### config.mk
export PLATFORM = sky130hd
export DESIGN_NAME = mac_job_arbiter
export DESIGN_NICKNAME = d
export VERILOG_FILES = /design/src/rtl/mac_pkg.sv /design/src/rtl/mac_rr_pick.sv /design/src/rtl/mac_job_arbiter.sv
export SDC_FILE = /design/constraint.sdc
export NUM_CORES = 1
export LEC_CHECK = 0
export CAP_MARGIN = 10
export CORE_AREA = 2 2 145 147
export DETAILED_ROUTE_END_ITERATION = 6
export DIE_AREA = 0 0 147 149
export GPL_ROUTABILITY_DRIVEN = 0
export PLACE_DENSITY = 0.68
export SLEW_MARGIN = 30
export SYNTH_ARGS = -nofsm -noshare
export SYNTH_HDL_FRONTEND = slang
export SYNTH_SLANG_ARGS = --single-unit
### constraint.sdc
create_clock -name clk -period 5.7 [get_ports clk]
set_clock_uncertainty 0.1 [all_clocks]
set_input_delay 0.855 -clock clk [delete_from_list [all_inputs] [get_ports clk]]
set_output_delay 0.855 -clock clk [all_outputs]
set_load 0.05 [all_outputs]
### src/rtl/mac_pkg.sv
// Shared definitions for the MAC job arbiter: control words, widths and FSM states.
package mac_pkg;

    localparam int OPND_W = 32;
    localparam int RES_W  = 16;

    localparam logic [7:0] CTRL_IDLE = 8'h80;
    localparam logic [7:0] CTRL_ARM  = 8'h81;
    localparam logic [7:0] CTRL_RUN  = 8'h83;

    typedef enum logic [1:0] {
        IDLE,
        ARM,
        RUN,
        RESP
    } mac_state_t;

endpackage

### src/rtl/mac_rr_pick.sv
// Combinational round-robin picker: first set request bit at or above rr_ptr,
// wrapping past NUM_REQ-1 to 0. Returns a one-hot grant and its index.
module mac_rr_pick #(
    parameter int NUM_REQ = 4,
    parameter int PTR_W   = $clog2(NUM_REQ)
) (
    input  logic [NUM_REQ-1:0] req,
    input  logic [PTR_W-1:0]   rr_ptr,
    output logic [NUM_REQ-1:0] grant,
    output logic [PTR_W-1:0]   grant_idx
);

    logic             found;
    logic [PTR_W-1:0] idx;

    always_comb begin
        grant     = '0;
        grant_idx = '0;
        found     = 1'b0;
        idx       = '0;
        for (int i = 0; i < NUM_REQ; i++) begin
            idx = PTR_W'((int'(rr_ptr) + i) % NUM_REQ);
            if (!found && req[idx]) begin
                found      = 1'b1;
                grant[idx] = 1'b1;
                grant_idx  = idx;
            end
        end
    end

endmodule

### src/rtl/mac_job_arbiter.sv
// Round-robin scheduler sharing one multi-cycle MAC between NUM_REQ requesters.
// Optional RUN watchdog enabled by defining MAC_TIMEOUT_EN.
module mac_job_arbiter
    import mac_pkg::*;
#(
    parameter int NUM_REQ        = 4,
    parameter int PTR_W          = $clog2(NUM_REQ),
    parameter int TIMEOUT_CYCLES = 64
) (
    input  logic                      clk,
    input  logic                      reset,
    input  logic [NUM_REQ-1:0]        req_valid,
    input  logic [NUM_REQ*OPND_W-1:0] req_ina,
    input  logic [NUM_REQ*OPND_W-1:0] req_inb,
    output logic [NUM_REQ-1:0]        req_ready,
    output logic [NUM_REQ-1:0]        rsp_valid,
    output logic [RES_W-1:0]          rsp_data,
    output logic                      rsp_err,
    output logic                      busy,
    output logic [OPND_W-1:0]         MAC_INA,
    output logic [OPND_W-1:0]         MAC_INB,
    output logic [7:0]                MAC_CTRL,
    input  logic [RES_W-1:0]          MAC_OUT,
    input  logic                      IRQ_MAC
);

    mac_state_t         state, state_nxt;
    logic [PTR_W-1:0]   rr_ptr;
    logic [PTR_W-1:0]   owner;
    logic [NUM_REQ-1:0] pick_grant;
    logic [PTR_W-1:0]   pick_idx;
    logic [OPND_W-1:0]  sel_ina, sel_inb;
    logic               tmo_hit;

    mac_rr_pick #(
        .NUM_REQ (NUM_REQ),
        .PTR_W   (PTR_W)
    ) u_pick (
        .req       (req_valid),
        .rr_ptr    (rr_ptr),
        .grant     (pick_grant),
        .grant_idx (pick_idx)
    );

    always_comb begin
        sel_ina = '0;
        sel_inb = '0;
        for (int i = 0; i < NUM_REQ; i++) begin
            if (pick_grant[i]) begin
                sel_ina = req_ina[i*OPND_W +: OPND_W];
                sel_inb = req_inb[i*OPND_W +: OPND_W];
            end
        end
    end

    always_comb begin
        state_nxt = state;
        req_ready = '0;
        rsp_valid = '0;
        MAC_CTRL  = CTRL_IDLE;
        busy      = (state != IDLE);
        unique case (state)
            IDLE: begin
                if (|req_valid) begin
                    req_ready = pick_grant;
                    state_nxt = ARM;
                end
            end
            ARM: begin
                MAC_CTRL  = CTRL_ARM;
                state_nxt = RUN;
            end
            RUN: begin
                MAC_CTRL = CTRL_RUN;
                if (IRQ_MAC || tmo_hit) state_nxt = RESP;
            end
            RESP: begin
                rsp_valid[owner] = 1'b1;
                state_nxt        = IDLE;
            end
            default: state_nxt = IDLE;
        endcase
    end

    always_ff @(posedge clk) begin
        if (reset) begin
            state    <= IDLE;
            rr_ptr   <= '0;
            owner    <= '0;
            MAC_INA  <= '0;
            MAC_INB  <= '0;
            rsp_data <= '0;
        end else begin
            state <= state_nxt;
            if (state == IDLE && |req_valid) begin
                MAC_INA <= sel_ina;
                MAC_INB <= sel_inb;
                owner   <= pick_idx;
            end
            // IRQ takes priority over a watchdog expiry in the same cycle.
            if (state == RUN && IRQ_MAC) rsp_data <= MAC_OUT;
            else if (state == RUN && tmo_hit) rsp_data <= '0;
            if (state == RESP) rr_ptr <= PTR_W'((int'(owner) + 1) % NUM_REQ);
        end
    end

`ifdef MAC_TIMEOUT_EN
    localparam int TMO_W = $clog2(TIMEOUT_CYCLES + 1);
    logic [TMO_W-1:0] tmo_cnt;

    // Counter is zero on the first RUN cycle; expiry lands after TIMEOUT_CYCLES RUN cycles.
    always_ff @(posedge clk) begin
        if (reset) begin
            tmo_cnt <= '0;
            rsp_err <= 1'b0;
        end else begin
            if (state == ARM) tmo_cnt <= '0;
            else if (state == RUN) tmo_cnt <= tmo_cnt + 1'b1;
            if (state == RUN && IRQ_MAC) rsp_err <= 1'b0;
            else if (state == RUN && tmo_hit) rsp_err <= 1'b1;
        end
    end

    assign tmo_hit = (tmo_cnt == TMO_W'(TIMEOUT_CYCLES - 1));
`else
    logic unused_tmo;
    assign unused_tmo = (TIMEOUT_CYCLES == 0);
    assign tmo_hit    = 1'b0;
    assign rsp_err    = 1'b0;
`endif

endmodule

After elaboration in Yosys (flattened, before gate mapping). Cells that the tools add are included.

Bits of input ports: 279. Register bits after elaboration: 86. Word-level logic and storage cells: 89. Output and inout bits: 98.

Bitwise operators: 3. Order comparisons: 10. Multiplexer cells: 44. Equal/unequal tests: 5. Reduce and logical (&&, ||, !) cells: 17. $add $sub $neg: 4.

Operators with widths (count): $mux 32 (8); $mux 4 (7); $lt 2x3->1 const B (5); $mux 1 (12); $mux 2 (6); $or 4x4->4 (3); $demux 1 s2 (5); $ge 2x1->1 const B (5); $logic_and 1x1->1 (10); $bmux 1 s2 (4); $pmux 2 s4 (1); $add 2x1->2 const B (2); $add 2x2->2 const B (2); $eq 2x2->1 const B (2); $ne 2x2->1 const B (2); $pmux 2 s2 (1); $reduce_or 4->1 (1); $logic_not 1->1 (3); $eq 2x1->1 const B (1); $logic_not 2->1 (1); $reduce_and 2->1 (1); $reduce_bool 2->1 (1).

Longest topological paths before layout. Gate-level depths: netlist (run 1).

Word-level depth: 16. Mapped depth: 13. Mapped depth without buffers: 8.

Modules after synthesis. From an unflattened synthesis (run 1), not the netlist that was laid out.

Cells, all modules: 756. Area, all modules: 5813.1 sq um.

Modules (own cells, without submodules): mac_job_arbiter (sequential area each 1721.7 sq um, area each 5408.9 sq um, cells an instance 708, instances 1); mac_rr_pick (sequential area each 0.0 sq um, area each 404.1 sq um, cells an instance 48, instances 1).

Least setup slack after synthesis (run 1). OpenSTA, ideal clock, no wires.

Kind: flip-flop to output port. From: register rr_ptr[0]. To: output req_ready[2]. Buffers on the path: 5. Stages on the path, launching flop included: 13. Path slack: 1459 ps. Arrival time: 3286 ps. Required time: 4745 ps. Cell sequence: dfxtp_1 -> buf_6 -> clkbuf_1 -> inv_1 -> ha_1 -> buf_2 -> or3b_1 -> o211a_2 -> o41ai_1 -> nor2_1 -> buf_6 -> buf_6 -> nor2_1.

Word-level cells in the longest chain between the ends: 14. Elaborated cells on any way between the ends: 49. Classes of those cells: add/sub (3); order compare (8); mux (25); bitwise (3); reduce/logical (10).

Ends and longest elaborated chain: from (decl) (line mac_job_arbiter.sv:28) `logic [PTR_W-1:0] rr_ptr;`; from (signal assigned) (line mac_job_arbiter.sv:103) `if (state == RESP) rr_ptr <= PTR_W'((int'(owner) + 1) % NUM_REQ);`; parallel branches: the longest is 11 deep, another holds $lt 2x3->1; $mux 4 (*) (line mac_rr_pick.sv:23) `if (!found && req[idx]) begin`; $mux 4 (*) (line mac_job_arbiter.sv:64) `if (|req_valid) begin`; $mux 4 (*) (line mac_job_arbiter.sv:62) `unique case (state)`; to (decl) (line mac_job_arbiter.sv:15) `output logic [NUM_REQ-1:0] req_ready,`.

Mark *: on every way between the ends. The select of a mux whose other input is x is not followed.

Worst setup path after layout (run 1).
From: input req_valid[2]. To: output req_ready[2].

Word-level cells in the longest chain between the ends: 14. Elaborated cells on any way between the ends: 27. Classes of those cells: mux (17); bitwise (3); reduce/logical (7).

Ends and longest elaborated chain: from (decl) (line mac_job_arbiter.sv:12) `input logic [NUM_REQ-1:0] req_valid,`; $bmux 1 s2 (line mac_rr_pick.sv:23); $mux 1 (implied by the code) (line mac_rr_pick.sv:23); $mux 1 (line mac_rr_pick.sv:23); $logic_not 1->1 (line mac_rr_pick.sv:23); $logic_and 1x1->1 (line mac_rr_pick.sv:23); $mux 1 (line mac_rr_pick.sv:23); $logic_not 1->1 (line mac_rr_pick.sv:23); $logic_and 1x1->1 (line mac_rr_pick.sv:23); $mux 1 (line mac_rr_pick.sv:23); $logic_not 1->1 (line mac_rr_pick.sv:23); $logic_and 1x1->1 (line mac_rr_pick.sv:23); $mux 4 (line mac_rr_pick.sv:23); $mux 4 (*) (line mac_job_arbiter.sv:64); $mux 4 (*) (line mac_job_arbiter.sv:62).

Every way passes the cells marked *; elsewhere a longest branch is shown, timed or not. The select of a mux whose other input is x is not followed.

==> results of run 1 <==
-- power groups by stage --
stage	clock network, uW	logic [uW]	registers [uW]
3_5_place_dp	0	3030	995
2_1_floorplan	0	1480	1700
5_1_grt	703	3180	1010
6_report	656	3020	983
3_3_place_gp	0	3010	984
4_1_cts	675	3040	983
-- sequential cells by signal (all words and copies together) (netlist names) --
| name | flops |
|---|---|
| state | 2 |
| MAC_INA | 32 |
| owner | 2 |
| rsp_data | 16 |
| rr_ptr | 2 |
| MAC_INB | 32 |
-- worst paths after layout --
| kind | end | slack (ps) |
|---|---|---|
| setup reg to reg | MAC_INB[1] | 1800 |
| hold / removal | rsp_data[14] | 350 |
| setup / recovery | req_ready[2] | 960 |
| hold reg to reg | rsp_data[14] | 350 |
-- critical path, delay by kind of cell --
family	cells	cell delay, ps
and+or+nand+nor	3	330
AOI/OAI and AO/OA	1	530
buffers and inverters	2	1390
muxes	1	670
-- layer usage --
metal	global-route usage, %	vias up	wire (microns)
li1	-	3117	-
met1	27.3	3200	10600
met3	7.00	31	1950
met4	7.12	2	483
met2	42.2	267	13200
met5	0	-	13
-- per-stage QoR --
stage | setup slack (ps) | power [uW] | util [%] | std cells
finish | 964 | 4650 | 51.0 | 1251
global route | 808 | 4900 | 51.0 | 1250
CTS | 964 | 4700 | 51.0 | 1247
detailed placement | 960 | 4020 | 49.4 | 1231
global placement | 1010 | 4000 | 49.4 | 1231
floorplan | 1460 | 3180 | - | 656
-- layout make-up --
cell class	count	area share (%)
Multi-Input combinational cell	476	40.2
Sequential cell	86	16.4
Antenna cell	4	0.0954
Clock inverter	5	0.799
Inverter	11	0.394
Clock buffer	11	2.22
Timing Repair Buffer	383	36.6
Tap cell	275	3.28
-- kinds of logic after synthesis --
family	after synthesis	synth area share (%)
other cells	2	0.112
flops	86	25.6
simple gates	147	9.45
fa+ha+maj	14	2.61
mux	9	1.92
buf+inv	94	12.7
compound gates	299	47.6
-- synthesized netlist by cell type, types with 6 or more instances --
master,n
a311oi_1,14
ha_1,14
buf_6,14
dfxtp_1,86
and2_1,7
nand2_1,43
inv_1,11
buf_2,15
nor2_1,81
a311oi_2,50
a21oi_1,20
o31ai_2,60
a22oi_2,60
dlygate4sd1_1,7
buf_12,12
o21ai_0,6
clkbuf_1,6
buf_4,15
a21boi_0,63
-- layout by cell type (no fill, tap or decap), types with 3 or more instances in the layout --
cell type / count
buf_12: 3
a311oi_2: 50
clkdlybuf4s50_1: 368
a22oi_2: 60
clkbuf_16: 9
a311oi_1: 14
a21oi_1: 20
buf_4: 12
mux4_2: 3
a21boi_0: 63
o31ai_2: 60
o211ai_1: 3
ha_1: 14
conb_1: 7
a22oi_1: 4
mux2i_1: 5
diode_2: 4
nor2_1: 79
o31ai_1: 4
dfxtp_1: 86
inv_1: 11
o21ai_0: 6
nand2_1: 43
and2_1: 7
==> results.txt, run 1 <==
In the synthesized netlist the dominant register cell turns out to be dfxtp_1. The clock transition at the registers of the reported paths is ~70 ps. In this run, CTS created clock tree buffers numbering 9.

The worst hold path cell count is 2. The first-pass iteration count of the detailed router is 4. The accumulated negative setup slack is 0 ps.

The count of buffers added on input and output ports is between 300 and 400. The number of hold buffers added after cts is 0. The remaining max-slew budget at the tightest pin came out at 42.8%. The chip width is 147 microns. The height of the die is 149 microns. The standard-cell row count came out at 53. The number of antenna violations at the first check in global routing is 4. Data on the critical path arrives at its endpoint at ~3800 ps. Clock tree synthesis selected as its root buffer the cell clkbuf_16.

The average via count per standard cell is between 5 and 6. The final critical delay including setup and external delays came out at 4740 ps. The placeable core area is 20600 sq um. The max capacitance violation total is 0. In this run the worst setup path begins at req_valid[2]. The startpoint identified for the worst register-to-register timing path is rr_ptr[0]. The layout overhead on the synthesized area is 56.2%. The area taken by flip-flops and latches came out at 1720 sq um. STA classifies the critical path endpoint as an output port. TritonCTS built the clock tree. The part of the power in combinational logic came out at 64.8%. The detailed router finished its first iteration with 269 violations.

The area of the die came out at 21900 sq um. The initial standard-cell utilization of the core came out at 32.7%. The critical path is of the input port to output port type. The count of antenna-violating nets left after detailed routing came out at 0. Setup repair after global routing left no endpoint under its margin. The total standard cell area after synthesis is 6710 sq um. The fraction of power consumed by sequential logic came out at 21.1%.

The number of remaining DRC errors came out at 0. Once placement finished, the instance area stood at 10200 sq um. The final setup violation count is 0. Synthesis produced 651 cells. The average size of a mapped cell came out at 10.3 sq um. The aggregate global-route resource usage is 23.6%. The clock latency on the worst-skew pair is 340 ps. The required time of the critical path is 4740 ps. The largest individual stage delay along the critical path comes from the cell clkdlybuf4s50_1. Internal power comes to 2320 uW. The post-route cell area came out at 10500 sq um. Cells with a size suffix above 1 make up ~22% of the layout. The total length of routed wires is between 20000 and 30000 microns. The path class of the tightest hold or removal check is flop to flop.

The fraction of synthesized cell area taken by the top area cell type is 25.6%. The number of top-level design ports is 377. The cell seen most often among critical-path stages is clkdlybuf4s50_1. The net switching power figure came out at 2340 uW. In this run, synthesis produced a sequential element count of 86. The peak ir drop on the vdd network came out at 0.467 mV.

Of all flip-flops after synthesis, the portion carrying an async set or reset was 0%. The net count of the finished layout is 1260. The via count of the first global-routing pass is 6967.

The switching fraction of total power is 50.2%. Of the available clock period, the critical path in the final layout requires 83.1%. The layout has about 1.9k filler cells. The top achievable clock speed came out at 211 MHz.

In this run the most critical hold path is launched from rsp_data[14]. The number of buffers on the longest clock path is 2. The worst-path maximum fanout came out at 11. Global routing finished with a remaining overflow of 0. The first-pass GRT wire length is 40400 microns. The synthesized netlist contains 59 unique library cells. The post-CTS setup repair buffer count is 0. The count of endpoints failing hold in the final timing report came out at 0. Detailed placement finished with a half-perimeter wire length of 18300 microns. Traced cell by cell, the critical path runs through clkdlybuf4s50_1, mux4_2, nand2b_4, o41ai_1, nor2_4, nor2_1, clkdlybuf4s50_1. The leakage dissipation came out at 0.00352 uW. The average routed wire per standard cell came out at 21.0 microns. For this run, the slowest stage of the critical path takes 810 ps.

The number of flops mapped to enable cells by yosys came out at 0. Sequential elements use 25.6% of the synthesized area. The count of clock tree sinks is 86. The actual slew at the worst max-slew pin is between 800 and 900 ps. The clock share of power is ~14%.

dfxtp_1 takes more of the synthesized area than any other cell. The final-layout worst hold slack came out at 353 ps. In this run, post-CTS repair resized a total of 0 instances.

The run finished with clean final reports. The total number of H-tree levels came out at 3. By area the synthesized netlist is led by dfxtp_1 (26%), a22oi_2 (11%), a311oi_2 (11%), o31ai_2 (11%), a21boi_0 (7.0%). The element type at the critical path start is an input port. The largest net degree at the start of global routing came out at 65.

The power per standard cell area came out at 444 nW/um^2. The via total after detailed routing came out at between 6k and 7k. During synthesis, Yosys emitted a total of 0 warnings. For the worst flop-to-flop path, the logic depth is 11. Summing all multi-input logic gate instances after layout gives 4220 sq um. The count of pins over their slew limit is 0.
Note: power is estimated with default switching activity, not from simulation.
==> run 2: changes to the inputs <==
--- a/config.mk
+++ b/config.mk
@@ -6,9 +6,9 @@
 export NUM_CORES = 1
 export LEC_CHECK = 0
 export CAP_MARGIN = 10
-export CORE_AREA = 2 2 145 147
+export CORE_AREA = 2 2 148 150
 export DETAILED_ROUTE_END_ITERATION = 6
-export DIE_AREA = 0 0 147 149
+export DIE_AREA = 0 0 150 152
 export GPL_ROUTABILITY_DRIVEN = 0
 export PLACE_DENSITY = 0.68
 export SLEW_MARGIN = 30
==> constraint.sdc (replaced) <==
create_clock -name clk -period 4.1 [get_ports clk]
set_clock_uncertainty 0.1 [all_clocks]
set_input_delay 0.615 -clock clk [delete_from_list [all_inputs] [get_ports clk]]
set_output_delay 0.615 -clock clk [all_outputs]
set_load 0.05 [all_outputs]
==> run 2 against run 1 <==
Compared with the run above: non-clock buffer count rose by 4; first-iteration DRC count down 13%; clock-buffer cell count shrank 1; global-route usage down 1.8 points; critical endpoint unchanged; largest cell class unchanged.
==> results.txt, run 2 (synthesis gave the netlist of run 1 again) <==
The count of pins over their slew limit came to 0. In the final routed layout, each cell accounts on average for 20.5 microns. The average via count per standard cell is 5.22.

The chip width is about 150 microns. The worst hold path cell count came out at 2. The final setup violation count came out at 0.

The max capacitance violation total came out at 0. The flow ran to the end, and the final reports show no timing, DRC or antenna violations. The accumulated negative setup slack is 0 ps. Clock tree synthesis selected as its root buffer the cell clkbuf_16. The standard-cell row count came out at 54. The largest registers in the layout are MAC_INA (32), MAC_INB (32), rsp_data (16). In this run the worst hold path is classified as flop to flop. The worst-path maximum fanout came out at 11. Gates resized during post-CTS repair numbered 0. Counting the buffers created by CTS gives 9. The final standard cell utilization of the core came out at between 40 and 50%. The count of antenna-violating nets left after detailed routing came out at 0.

The number of buffers on the longest clock path is 2. The number of antenna violations at the first check in global routing came out at 4. The reg-to-reg startpoint is rr_ptr[1].

The placeable core area came out at ~21000 sq um. The worst setup path is captured at an output port. Leaving out fill and tap cells, the most frequent cells in the layout are clkdlybuf4s50_1 (365), dfxtp_1 (86), nor2_1 (79). The depth of the worst register-to-register path is 9. The area of the die came out at 22800 sq um.

The fraction of final layout cells sized beyond drive strength 1 is approximately 23%. The first-pass GRT wire length is 39100 microns. For the worst setup path, the data arrival time is 3020 ps.

The post-CTS setup repair buffer count came out at 0. TritonCTS built the clock tree. Global routing consumed, over all layers together, between 20% and 30% of the routing resources. In this run the vertical extent of the chip is 152 microns.

The required time of the critical path is between 3000 and 4000 ps. The layout overhead on the synthesized area came out at 57.2%. The library cell used most frequently in the layout, excluding fill and tap cells, is clkdlybuf4s50_1.

The clock transition at the registers of the reported paths is 80 ps. The remaining global-route overflow came out at 0. The number of hold buffers added after cts came out at 0. The count of endpoints failing hold in the final timing report came out at 0.

The final setup slack of the worst path is 362 ps. The first-pass iteration count of the detailed router came out at 4. The total length of routed wires is 25800 microns. Detailed placement finished with a half-perimeter wire length of 17900 microns. The number of top-level design ports is around 380. The initial standard-cell utilization of the core came out at between 30% and 40%. Entering global routing, the biggest net connects 65 pins. The quantity of I/O buffers inserted on ports came out at 369. The tree built by TritonCTS fans out to 86 sinks.

The power per standard cell area came out at 609 nW/um^2. The final worst-path cycle share is 91.2%. The critical path is of the input port to output port type. After the last flow step, the layout net total stands at 1264. In this run the tightest slew margin relative to its limit is between 40% and 50%. The number of remaining DRC errors is 0. The clock latency on the worst-skew pair is around 340 ps.

The total number of H-tree levels is 3. The leakage dissipation came out at around 0.0036 uW. The critical register-to-register path endpoint is MAC_INA[3].

For hold timing, the worst endpoint is rsp_data[6]. The filler cell count in the final layout is 2056. The starting DRC count in detailed routing came out at around 230. The via total after detailed routing came out at roughly 6.6k.

STA classifies the critical path startpoint as an input port. Prior to clock tree synthesis, the placed netlist has a worst setup slack of ~330 ps. The top achievable clock speed came out at 268 MHz.

Setup repair after global routing left no endpoint under its margin. The peak ir drop on the vdd network is 0.452 mV. The setup check on the worst reg-to-reg path leaves a slack of between 800 and 900 ps. The via count of the first global-routing pass is 6721. The final critical delay including setup and external delays is roughly 3700 ps. The startpoint of the most critical hold path is rsp_data[6]. The actual slew at the worst max-slew pin is roughly 850 ps.
==> run 2: worst max-delay path by stage <==
| stage | end | start |
|---|---|---|
| 2_1_floorplan | req_ready[2] | rr_ptr[0] |
| 3_3_place_gp | req_ready[1] | req_valid[3] |
| 3_5_place_dp | MAC_INB[3] | req_valid[3] |
| 4_1_cts | req_ready[2] | req_valid[3] |
| 5_1_grt | req_ready[2] | req_valid[2] |
| 6_report | req_ready[2] | req_valid[2] |
==> run 2: metal layers <==
| layer | vias up | part of all wire, % | global-route usage [%] |
|---|---|---|---|
| li1 | 3123 | - | - |
| met2 | 252 | 50 | 38.4 |
| met1 | 3176 | 41 | 25.7 |
| met3 | 30 | 8.0 | 6.40 |
| met4 | 0 | 1.7 | 5.93 |
| met5 | - | 0 | 0 |
==> run 2: area by class of cell <==
| cell class | count | area, sq um | area share, % |
|---|---|---|---|
| multi-input cells | 476 | 4220 | 40.0 |
| repair buffers | 387 | 3920 | 37.1 |
| flip-flops and latches | 86 | 1720 | 16.3 |
| well taps | 280 | 350 | 3.32 |
| clock buffers | 10 | 239 | 2.26 |
| clock inverters | 6 | 52.6 | 0.498 |
| inverters | 11 | 41.3 | 0.391 |
| diodes | 4 | 10.0 | 0.0948 |
==> run 2: worst max-delay path, cell delays in order <==
cell	delay, ps
clkdlybuf4s50_1	580
mux4_2	670
nand2b_4	180
o41ai_1	360
buf_4	210
nor2_4	30
nor2_1	190
buf_12	170
==> run 2: power breakdown <==
| part | leakage (uW) | total [uW] | internal [uW] | switching [uW] |
|---|---|---|---|---|
| combinational | 0.00272 | 4220 | 1570 | 2640 |
| clock | 0.000143 | 843 | 440 | 403 |
| sequential | 0.000705 | 1370 | 1150 | 218 |
==> run 2: stage by stage <==
stage	hold WS (ps)	area [sq um]	std cells	power [uW]
after CTS	358	10500	1256	6500
after global placement	341	10300	1240	5590
after global routing	376	10600	1260	6760
after floorplan	391	6730	656	4430
after detailed placement	349	10300	1240	5630
final	355	10600	1260	6430
